File: src/rtl/rng_share_ctrl_if.sv
// Bus interface for rng_share_ctrl.
// It bundles the reseed inputs, the request/grant handshake, the delivered random value
// and the status outputs. The requesters and the seed switches sit on the master side,
// and the controller sits on the slave side.
interface rng_share_ctrl_if #(
  parameter int NREQ = 4
);
  logic            seed_load;
  logic [7:0]      seed;
  logic [NREQ-1:0] req;
  logic [NREQ-1:0] gnt;
  logic            rnd_valid;
  logic [7:0]      rnd_data;
  logic [7:0]      lfsr_q;
  logic            busy;

  modport master (
    output seed_load, seed, req,
    input  gnt, rnd_valid, rnd_data, lfsr_q, busy
  );

  modport slave (
    input  seed_load, seed, req,
    output gnt, rnd_valid, rnd_data, lfsr_q, busy
  );
endinterface

File: src/rtl/rng_share_ctrl.sv
// rng_share_ctrl: shares one 8-bit Fibonacci LFSR between NREQ requesters.
// The LFSR steps once every DIV clocks. Requesters are served round-robin.
// Each grant delivers the value produced by the step that follows the grant,
// so two deliveries never carry the same step.
// The live LFSR state is exported for the seven-segment digit drivers.
// Optional build macro LFSR_ZERO_GUARD_EN stops the LFSR from sticking at zero.
// When it is defined, a tick at zero loads 8'h01, and a zero seed also loads 8'h01.
module rng_share_ctrl #(
  parameter int          NREQ     = 4,
  parameter int          DIV      = 500,
  parameter logic [7:0]  SEED_RST = 8'hA5
) (
  input  logic           clk,
  input  logic           reset,
  rng_share_ctrl_if.slave bus
);

  localparam int CW = (DIV > 1) ? $clog2(DIV) : 1;
  localparam int PW = $clog2(NREQ);

  typedef enum logic [1:0] {
    IDLE      = 2'd0,
    WAIT_STEP = 2'd1,
    DELIVER   = 2'd2
  } state_t;

  state_t          state;
  logic [CW-1:0]   count;
  logic [7:0]      q;
  logic [PW-1:0]   ptr;
  logic [PW-1:0]   sel;
  logic [NREQ-1:0] gnt;
  logic            rnd_valid;
  logic [7:0]      rnd_data;
  logic            busy;

  logic            tick;
  logic [7:0]      tick_val;
  logic [7:0]      seed_val;
  logic [PW:0]     pick;

  // Advance the Fibonacci register one position. The feedback uses taps 0, 2, 3 and 4.
  function automatic logic [7:0] lfsr_step(input logic [7:0] v);
    return {v[0] ^ v[2] ^ v[3] ^ v[4], v[7:1]};
  endfunction

  // Round-robin search. It returns {found, index} for the first set request after p, wrapping modulo NREQ.
  function automatic logic [PW:0] rr_pick(input logic [NREQ-1:0] r, input logic [PW-1:0] p);
    logic [PW:0]   res;
    logic [PW-1:0] idx;
    res = {(PW+1){1'b0}};
    // Walk from the farthest candidate to the nearest, so the nearest hit is written last.
    for (int i = NREQ; i >= 1; i--) begin
      idx = PW'((int'(p) + i) % NREQ);
      if (r[idx]) begin
        res = {1'b1, idx};
      end else begin
        res = res;
      end
    end
    return res;
  endfunction

  assign tick = (count == CW'(DIV - 1));
  assign pick = rr_pick(bus.req, ptr);

  // Compute the value a tick loads and the value a reseed loads, including the zero guard when it is built in.
  always_comb begin
    tick_val = lfsr_step(q);
    seed_val = bus.seed;
`ifdef LFSR_ZERO_GUARD_EN
    if (q == 8'h00) begin
      tick_val = 8'h01;
    end else begin
      tick_val = lfsr_step(q);
    end
    if (bus.seed == 8'h00) begin
      seed_val = 8'h01;
    end else begin
      seed_val = bus.seed;
    end
`endif
  end

  // Step pacer and free-running LFSR. A reseed takes priority over a tick in the same cycle.
  always_ff @(posedge clk or posedge reset) begin
    if (reset) begin
      count <= {CW{1'b0}};
      q     <= SEED_RST;
    end else if (bus.seed_load) begin
      count <= {CW{1'b0}};
      q     <= seed_val;
    end else if (tick) begin
      count <= {CW{1'b0}};
      q     <= tick_val;
    end else begin
      count <= count + CW'(1);
    end
  end

  // Grant FSM with registered outputs. The delivery strobes are valid for exactly the one cycle spent in DELIVER.
  always_ff @(posedge clk or posedge reset) begin
    if (reset) begin
      state     <= IDLE;
      ptr       <= PW'(NREQ - 1);
      sel       <= {PW{1'b0}};
      gnt       <= {NREQ{1'b0}};
      rnd_valid <= 1'b0;
      rnd_data  <= 8'h00;
      busy      <= 1'b0;
    end else begin
      gnt       <= {NREQ{1'b0}};
      rnd_valid <= 1'b0;
      if (bus.seed_load) begin
        // A pending grant is abandoned. The pointer is left untouched, so fairness is unchanged.
        state <= IDLE;
        busy  <= 1'b0;
      end else begin
        case (state)
          IDLE: begin
            if (pick[PW]) begin
              sel   <= pick[PW-1:0];
              state <= WAIT_STEP;
              busy  <= 1'b1;
            end else begin
              busy  <= 1'b0;
            end
          end
          WAIT_STEP: begin
            if (!bus.req[sel]) begin
              state <= IDLE;
              busy  <= 1'b0;
            end else if (tick) begin
              // Deliver the value that this same edge loads into the LFSR.
              state     <= DELIVER;
              gnt       <= {{(NREQ-1){1'b0}}, 1'b1} << sel;
              rnd_valid <= 1'b1;
              rnd_data  <= tick_val;
              busy      <= 1'b1;
            end else begin
              busy  <= 1'b1;
            end
          end
          DELIVER: begin
            ptr   <= sel;
            state <= IDLE;
            busy  <= 1'b0;
          end
          default: begin
            state <= IDLE;
            busy  <= 1'b0;
          end
        endcase
      end
    end
  end

  assign bus.gnt       = gnt;
  assign bus.rnd_valid = rnd_valid;
  assign bus.rnd_data  = rnd_data;
  assign bus.lfsr_q    = q;
  assign bus.busy      = busy;

endmodule

File: src/flat_wrapper.sv
// flat-port wrapper written by rule: the top's interface ports become plain ports
module rng_share_ctrl_flat 
#(
  parameter int          NREQ     = 4,
  parameter int          DIV      = 500,
  parameter logic [7:0]  SEED_RST = 8'hA5
)
  (clk, reset, bus_seed_load, bus_seed, bus_req, bus_gnt, bus_rnd_valid, bus_rnd_data, bus_lfsr_q, bus_busy);
  rng_share_ctrl_if #(.NREQ(NREQ)) bus_i ();
  input  logic clk;
  input  logic reset;
  input wire logic [$bits(bus_i.seed_load)-1:0] bus_seed_load;
  input wire logic [$bits(bus_i.seed)-1:0] bus_seed;
  input wire logic [$bits(bus_i.req)-1:0] bus_req;
  output wire logic [$bits(bus_i.gnt)-1:0] bus_gnt;
  output wire logic [$bits(bus_i.rnd_valid)-1:0] bus_rnd_valid;
  output wire logic [$bits(bus_i.rnd_data)-1:0] bus_rnd_data;
  output wire logic [$bits(bus_i.lfsr_q)-1:0] bus_lfsr_q;
  output wire logic [$bits(bus_i.busy)-1:0] bus_busy;
  assign bus_i.seed_load = bus_seed_load;
  assign bus_i.seed = bus_seed;
  assign bus_i.req = bus_req;
  assign bus_gnt = bus_i.gnt;
  assign bus_rnd_valid = bus_i.rnd_valid;
  assign bus_rnd_data = bus_i.rnd_data;
  assign bus_lfsr_q = bus_i.lfsr_q;
  assign bus_busy = bus_i.busy;
  rng_share_ctrl #(.NREQ(NREQ), .DIV(DIV), .SEED_RST(SEED_RST)) u_core (.clk(clk), .reset(reset), .bus(bus_i));
endmodule
File: config.mk
export PLATFORM = sky130hd
export DESIGN_NAME = rng_share_ctrl_flat
export DESIGN_NICKNAME = d
export VERILOG_FILES = /design/src/rtl/rng_share_ctrl_if.sv /design/src/rtl/rng_share_ctrl.sv /design/src/flat_wrapper.sv
export SDC_FILE = /design/constraint.sdc
export NUM_CORES = 1
export LEC_CHECK = 0
export CAP_MARGIN = 20
export CORE_MARGIN = 4
export CORE_UTILIZATION = 50
export CTS_CLUSTER_SIZE = 16
export DETAILED_ROUTE_END_ITERATION = 10
export GPL_TIMING_DRIVEN = 0
export HOLD_SLACK_MARGIN = 0.03
export PLACE_DENSITY = 0.82
export SLEW_MARGIN = 20
export SYNTH_ARGS = -nofsm -noshare
export SYNTH_HDL_FRONTEND = slang
export SYNTH_SLANG_ARGS = --single-unit
File: constraint.sdc
create_clock -name clk -period 2.8 [get_ports clk]
set_clock_uncertainty 0.2 [all_clocks]
set_input_delay 0.56 -clock clk [delete_from_list [all_inputs] [get_ports clk]]
set_output_delay 0.56 -clock clk [all_outputs]
set_load 0.1 [all_outputs]
# Word level (Yosys, flattened, before mapping)

Cells that the tools add are included.

Bits in registers: 37
Input bits: 15
Logic and storage cells: 70

Add/sub/neg operators: 5
Magnitude comparators: 5
Eq/ne operators: 5
Shift operators: 1
Multiplexer cells: 35
Bitwise gates (word level): 4
Reductions and logical operators: 6

Operators by type and width:

| kind                                                                          | number |
|---|---|
| 9-bit two-way mux                                                             | 2 |
| 4-bit two-way mux                                                             | 4 |
| 8-bit two-way mux                                                             | 2 |
| 2-bit by 3-bit less-than comparator with 1-bit output (second input constant) | 5 |
| 1-bit two-way mux                                                             | 12 |
| 3-bit two-way mux                                                             | 4 |
| 1-bit binary-select mux with 2-bit select                                     | 5 |
| 9-bit by 1-bit adder with 9-bit output (second input constant)                | 1 |
| 9-bit == test (second input constant)                                         | 1 |
| 2-bit two-way mux                                                             | 4 |
| 2-bit by 1-bit adder with 2-bit output (second input constant)                | 2 |
| 2-bit adder (second input constant)                                           | 2 |
| 4-bit by 3-bit inequality test with 1-bit output (second input constant)      | 1 |
| 2-bit case mux with 2 select lines                                            | 1 |
| 2-bit AND reduction                                                           | 2 |
| 4-bit AND reduction                                                           | 1 |
| 1-bit by 2-bit left shift with 4-bit output (first input constant)            | 1 |
| 3-bit by 2-bit inequality test with 1-bit output (second input constant)      | 1 |
| 3-bit AND reduction                                                           | 1 |
| 1-bit bitwise XOR                                                             | 3 |
| 2-bit by 1-bit == test with 1-bit output (second input constant)              | 1 |
| 2-bit == test (second input constant)                                         | 1 |
| 2-bit logical NOT                                                             | 1 |
| 1-bit case mux with 2 select lines                                            | 1 |
| 2 further kinds                                                               | 2 |

# Longest topological paths before layout

Gate-level depths: netlist of run 1.

Depth after elaboration: 10
Gate-level depth with buffers: 6
Depth with buffers taken out: 6

# Worst setup path before layout of run 1

OpenSTA, ideal clock, no wires.

Path type: flip-flop to flip-flop
Start: register u_core.count[0]
End: register u_core.rnd_data[0] (netlist: u_core.bus.rnd_data[0])
Library setup time: 125 ps
Arrival time: 1763 ps
Required time: 2475 ps
Path slack: 711 ps
Cell stages (with the launch flop): 6
Buffers on the path: 0
Cells stage by stage: dfrtp_1 ha_1 nand2_1 or4_4 nor3_4 mux2_2

Cells in the longest elaborated chain, start to end: 2

RTL lines:

| element                       | RTL line              | text |
|---|---|---|
| from (decl)                   | rng_share_ctrl.sv:28  | `logic [CW-1:0] count;` |
| from (signal assigned)        | rng_share_ctrl.sv:88  | `count <= {CW{1'b0}};` |
| from (signal assigned)        | rng_share_ctrl.sv:91  | `count <= {CW{1'b0}};` |
| from (signal assigned)        | rng_share_ctrl.sv:94  | `count <= {CW{1'b0}};` |
| 9-bit == test                 | rng_share_ctrl.sv:64  | `assign tick = (count == CW'(DIV - 1));` |
| 4-bit AND reduction (no line) | -                     |  |
| to (signal assigned)          | rng_share_ctrl.sv:138 | `rnd_data <= tick_val;` |
| to (decl)                     | rng_share_ctrl.sv:34  | `logic [7:0] rnd_data;` |

Every way passes these cells.
A chain may end at the register's enable or synchronous reset.

# Worst setup path in the final report of run 1

Start: register u_core.q[6] (netlist: u_core.bus.lfsr_q[6])
End: output bus_lfsr_q[6]

RTL lines:

| element                | RTL line             | text |
|---|---|---|
| from (decl)            | rng_share_ctrl.sv:29 | `logic [7:0] q;` |
| from (signal assigned) | rng_share_ctrl.sv:92 | `q <= seed_val;` |
| from (signal assigned) | rng_share_ctrl.sv:95 | `q <= tick_val;` |
| to (decl)              | flat_wrapper.sv:18   | `output wire logic [$bits(bus_i.lfsr_q)-1:0] bus_lfsr_q;` |

No word-level cell between the ends.

==> results.yml, run 1 <==
global_route:
  grt_start_max_net_pins: 38
  overflow: 0
  grt_pass1_wl_microns: 5816
  antenna_found_initial: 0
  grt_pass1_vias: 1325
  gr-usage-all-layers: 0.1772
place:
  gp_congestion: 0.8375
  dpl-instance-area_sq_mm: 0.002143
  dp.cells: 233
  hpwl_microns: 2511
  portBuffers: 36
routing:
  wirelength_microns: 3388
  dr_total_vias: 1236
  drt_first_pass_iters: 4
  avgViaCountPerCell: 5.150
  wl_per_cell_microns: 14.12
  antenna_left: 0
  drcViolationCount: 0
  first_iter_violations: 31
floorplanning:
  die_height_microns: 66.75
  core_area_sq_mm: 0.003337
  row_count: 21
  dieArea_sq_mm: 0.004455
  io_pins: 37
  initial_utilization: 0.5171
  fp.dieW_microns: 66.75
worst_setup_path:
  r2r_start: "u_core.count[0]$_DFF_PP0_"
  cp_slowest_cell: "clkdlybuf4s50_1"
  crit_chain: "buf_4 -> clkdlybuf4s50_1"
  critPathLaunchType: "register"
  critPathRequiredTime_ps: 2040
  endpoint_kind: "output pin"
  crit_start: "u_core.bus.lfsr_q[6]$_DFFE_PP0P_"
  worstSetupPathType: "register to output pin"
  critPathMaxFanout: 4
  worstPathArrival_ps: 1980
  critPathMaxStageDelay_ps: 1110
timing:
  worstMarginPinSlew_ps: 978.6
  setup_violations: 0
  fmax_mhz: 364.9
  finalHoldViolCount: 0
  report.final.slew_viol_count: 0
  post-route-period-util: 0.9787
  timing.slew.headroom: 0.3456
  tns_ps: 0
  period_needed_ps: 2740
  rsz0062_at_grt: "false"
power_and_ir_drop:
  ir_drop_uv: 344.8
  seqPwrFrac: 0.522
  p_leak_nw: 0.9941
  p_total_mw: 1.148
  power.share.switching: 0.3263
  power_frac_clock: 0.247
  power_switching_mw: 0.3747
  p_int_mw: 0.7738
  powerDensity_mw_per_mm2: 523.6
  combPwrFrac: 0.232
final_layout:
  nets: 210
  final_cell_count_no_fill: 240
  antennaDiodeCount: 0
  areaGrowthSynthToFinish_pct: 27.12
  stdcell_area_sq_mm: 0.002193
  drive_gt1_frac: 0.1959
  utilization: 0.6573
cts:
  cts_made_buffers: 5
  hold_buffers: 0
  ctsHtreeMaxLevel: 2
  clockBufferDepth: 2
  root_buffer: "clkbuf_4"
  clk_pin_slew_ps: 100
  post_cts_buffers: 0
  numClockSinks: 37
  clkLatencyLatePin_ps: 340
  cts_tree: "yes"
yosys:
  synth_nets: 167
  ys_seq_elements: 37
  yosys_warnings: 0
  synth.avg_cell_area_sq_um: 11.43
  async_reset_ff_frac: 1.000
  yosysTopAreaCellShare: 0.4496
  synth_largest_area_cell: "dfrtp_1"
  synth_area_leaders: "dfrtp_1 45%, dfstp_2 9.1%, mux2_2 7.2%, mux2i_1 5.2%, xnor2_1 4.1%"
  synth_cells: 151
  synth_cell_types: 33
  synth_ff_type: "dfrtp_1"
  netlist_area_sq_mm: 0.001725
  synth_edf_count: 0
  seq_area_frac_synth: 0.5410
run_status:
  status: "complete, no violations"
hold_path:
  hold_path.class: "register to register"
  min_from: "u_core.count[0]$_DFF_PP0_"
run:
  drv_cap: 0
Yosys cell counts, types with 2 or more instances:
cell type  instances
o21ai_0           12
nor2_1            14
o41ai_1            2
buf_2              2
xnor2_1            8
dfrtp_1           31
mux2i_1            9
nor3_1             3
xor2_1             2
buf_4              7
nor3b_1            4
mux2_2            11
dfstp_2            6
nand3_1            3
clkbuf_1           2
inv_1              7
nand2_1           12
logic make-up (layout without fill, tap and decap cells):
group	Yosys count	in the layout	share of synthesized area
flops	37	37	0.5410
mux	20	20	0.1240
simple gates	47	47	0.1566
compound gates	18	18	0.06455
buf+inv	18	61	0.05584
xor+xnor	10	10	0.05076
fa+ha+maj	1	1	0.007250
sequential cells by signal, indices dropped and copies added, names as in the netlist:
signal,cells
u_core.state,2
u_core.ptr,2
u_core.bus.rnd_valid,1
u_core.bus.gnt,4
u_core.sel,2
u_core.count,9
u_core.bus.rnd_data,8
u_core.bus.lfsr_q,8
u_core.bus.busy,1
worst max-delay path, delay by kind of cell (launching register included):
family / cells / cell delay [ps]
buffers and inverters: 2 / 1230
flip-flops: 1 / 410
final timing paths:
kind                                                       to  slack [ps]  cells past startpoint
max                                             bus_lfsr_q[6]          60                      2
min                                 u_core.count[0]$_DFF_PP0_         310                      1
max reg2reg                u_core.bus.rnd_data[7]$_DFFE_PP0P_         530                      5
min reg2reg                         u_core.count[0]$_DFF_PP0_         310                      1
max in group asynchronous           u_core.count[0]$_DFF_PP0_        1460                      2
min in group asynchronous         u_core.bus.gnt[3]$_DFF_PP0_         470                      2
metal layers:
| metal | global-route usage | wire length [microns] | up-vias |
|---|---|---|---|
| li1 | - | - | 595 |
| met1 | 0.2030 | 1443 | 592 |
| met2 | 0.2921 | 1639 | 41 |
| met3 | 0.07251 | 235 | 8 |
| met4 | 0.07107 | 70 | 0 |
| met5 | 0 | 0 | - |
layout make-up:
type / count / area, sq um
multi-input cells: 96 / 695.7
clock buffers: 7 / 55.05
repair buffers: 36 / 355.3
inverters: 7 / 26.28
flip-flops and latches: 37 / 933.4
fillers: 276 / 1144
plain buffers: 11 / 70.07
well taps: 46 / 57.56
timing repair:
item,4_1_cts,5_1_grt
endpoints found under the setup margin,6,1
pin swaps,0,0
resized for setup,6,1
power by group through the flow:
stage	Combinational (mW)	Clock [mW]	Sequential, mW
after CTS	0.269	0.290	0.599
after global placement	0.267	0	0.606
after detailed placement	0.274	0	0.609
final	0.266	0.283	0.599
after floorplan	0.168	0	0.634
after global routing	0.285	0.313	0.604
per-stage QoR:
stage | setup WS (ps) | hold WS, ps
finish | 59.74 | 306.3
global route | 1.962 | 333.2
CTS | 37.33 | 309.9
detailed placement | 190.6 | 288.2
global placement | 223.4 | 274.0
floorplan | 711.0 | 253.1
cells in the final DEF, fill, tap and decap left out, types with 2 or more instances in the layout:
cell | netlist | routed
dfrtp_1 | 31 | 31
clkdlybuf4s50_1 | 0 | 29
nor2_1 | 14 | 14
nand2_1 | 12 | 12
o21ai_0 | 12 | 12
mux2_2 | 11 | 11
mux2i_1 | 9 | 9
xnor2_1 | 8 | 8
buf_4 | 7 | 7
inv_1 | 7 | 6
dlygate4sd2_1 | 0 | 6
dfstp_2 | 6 | 6
clkbuf_4 | 0 | 5
nor3b_1 | 4 | 4
clkbuf_1 | 2 | 3
nand3_1 | 3 | 3
nor3_1 | 3 | 3
buf_2 | 2 | 2
xor2_1 | 2 | 2
o41ai_1 | 2 | 2
Note: power is estimated with default switching activity, not from simulation.
==> inputs of run 2 (changes only) <==
Settings changed: ABC_AREA set to 1, CORE_UTILIZATION 50 to 51, SETUP_SLACK_MARGIN set to 0.15.
==> results.yml, run 2 <==
run_status:
  status: "complete, no violations"
worst_setup_path:
  critPathRequiredTime_ps: 2040
  worstSetupPathType: "register to output pin"
  critPathMaxFanout: 2
  rr_worst_depth: 6
  r2r_start: "u_core.count[0]$_DFF_PP0_"
  crit_start: "u_core.bus.lfsr_q[6]$_DFFE_PP0P_"
  worstPathArrival_ps: 1850
  ff2ff_setup_slack_ps: 1060
  critPathMaxStageDelay_ps: 1110
  critPathLaunchType: "register"
  r2r-end: "u_core.count[8]$_DFF_PP0_"
  endpoint_kind: "output pin"
  crit_chain: "buf_4 -> clkdlybuf4s50_1"
  cp_slowest_cell: "clkdlybuf4s50_1"
final_layout:
  max_flop_register: "u_core.count"
  areaGrowthSynthToFinish_pct: 25.60
  antennaDiodeCount: 0
  final_cell_mix: "56 x nand2_1, 31 x dfrtp_1, 29 x inv_1, 28 x clkdlybuf4s50_1, 16 x nor2_1"
  stdcell_area_sq_mm: 0.002412
  multi_input_area_sq_um: 787.0
  largest_reg_flops: 9
  final_common_cell: "nand2_1"
  seq_area_sq_um: 933.4
  fill_cells: 310
  drive_gt1_frac: 0.1556
  final_cell_count_no_fill: 318
  nets: 285
  utilization: 0.6589
timing:
  report.final.slew_viol_count: 0
  worstMarginPinSlew_ps: 969.1
  post-route-period-util: 0.9319
  holdWs_ps: 284.1
  setup_violations: 0
  timing.slew.headroom: 0.3519
  finalHoldViolCount: 0
  rsz0062_at_grt: "false"
  tns_ps: 0
  fmax_mhz: 383.2
  period_needed_ps: 2609
  setup_slack_ps: 190.7
floorplanning:
  row_count: 22
  initial_utilization: 0.5246
  fp.dieW_microns: 69.37
  dieArea_sq_mm: 0.004812
  die_height_microns: 69.37
  io_pins: 37
  core_area_sq_mm: 0.003661
hold_path:
  min_from: "u_core.bus.rnd_data[6]$_DFFE_PP0P_"
  hold_path.class: "register to register"
  worstHoldPathCells: 2
  min_to: "u_core.bus.rnd_data[6]$_DFFE_PP0P_"
cts:
  clk_pin_slew_ps: 70
  root_buffer: "clkbuf_8"
  numClockSinks: 37
  cts_tree: "yes"
  cts_made_buffers: 5
  ctsHtreeMaxLevel: 2
  hold_buffers: 0
  post_cts_buffers: 0
  clkLatencyLatePin_ps: 280
  clockBufferDepth: 2
routing:
  wirelength_microns: 3832
  avgViaCountPerCell: 4.940
  wl_per_cell_microns: 12.05
  drcViolationCount: 0
  first_iter_violations: 63
  antenna_left: 0
  drt_first_pass_iters: 4
  dr_total_vias: 1571
global_route:
  gr-usage-all-layers: 0.1724
  grt_pass1_wl_microns: 6844
  grt_start_max_net_pins: 38
  antenna_found_initial: 0
  grt_pass1_vias: 1583
  overflow: 0
yosys:
  yosys_warnings: 0
  async_reset_ff_frac: 1.000
  synth_cell_types: 30
  yosysMostFrequentCell: "nand2_1"
  synth_nets: 243
  synth.avg_cell_area_sq_um: 8.461
  synth_ff_type: "dfrtp_1"
  seq_area_frac_synth: 0.4860
  ys_seq_elements: 37
  yosysTopAreaCellShare: 0.4039
  synth_cells: 227
  netlist_area_sq_mm: 0.001921
  synth_largest_area_cell: "dfrtp_1"
  synth_common_cells: "56 x nand2_1, 31 x dfrtp_1, 30 x inv_1"
  synth_area_leaders: "dfrtp_1 40%, nand2_1 11%, dfstp_2 8.2%, inv_1 5.9%, o21ai_2 3.6%"
  synth_edf_count: 0
power_and_ir_drop:
  seqPwrFrac: 0.468
  p_int_mw: 0.8558
  power.share.switching: 0.3237
  power_frac_clock: 0.295
  combPwrFrac: 0.237
  p_total_mw: 1.266
  powerDensity_mw_per_mm2: 524.6
  ir_drop_uv: 319.0
  power_switching_mw: 0.4097
  p_leak_nw: 1.165
place:
  portBuffers: 35
  dp.cells: 310
  dpl-instance-area_sq_mm: 0.002331
  hpwl_microns: 2936
  pre_cts_ws_ps: 289.4
  gp_congestion: 0.8484
run:
  drv_cap: 0
[run 2: how the worst max path moves through the flow]
stage / endpoint
finish: bus_lfsr_q[6]
global route: bus_lfsr_q[6]
CTS: bus_lfsr_q[6]
global placement: bus_lfsr_q[2]
detailed placement: bus_lfsr_q[2]
floorplan: u_core.bus.rnd_data[4]$_DFFE_PP0P_
[run 2: cell families after synthesis]
kind of cell / Yosys count / synth area share
AND/OR/NAND/NOR: 106 / 0.2612
buffers and inverters: 43 / 0.1042
AO/OA/AOI/OAI: 37 / 0.1283
flip-flops: 37 / 0.4860
XOR/XNOR: 3 / 0.01368
adder cells (fa/ha/maj): 1 / 0.006514
[run 2: timing repair]
action / 4_1_cts / 5_1_grt
gates resized for setup: 7 / 0
hold endpoints to repair: 0 / 0
setup endpoints to repair: 7 / 0
[run 2: metal layers]
metal,wire length (microns),global-route usage,share of wire
met5,0,0,0
met4,45,0.06291,0.012
met3,162,0.04928,0.042
met2,1944,0.2818,0.51
met1,1679,0.2167,0.44
[run 2: cell type report]
type                       count  share of cell area
timing repair buffer          35              0.1416
sequential                    37              0.3869
clock buffer                   8             0.03734
tap                           48             0.02490
buffer                        12             0.03475
multi-input combinational    147              0.3262
inverter                      31             0.04824
[run 2: worst max-delay path: cells and delay by family, from the launching register on]
family	cells	cell delay, ps
buffers and inverters	2	1210
flip-flops	1	350
[run 2: power groups by stage]
stage,sequential [mW],combinational (mW),clock [mW]
global placement,0.601,0.303,0
floorplan,0.627,0.206,0
finish,0.593,0.299,0.374
detailed placement,0.602,0.307,0
CTS,0.592,0.301,0.383
global route,0.598,0.328,0.408
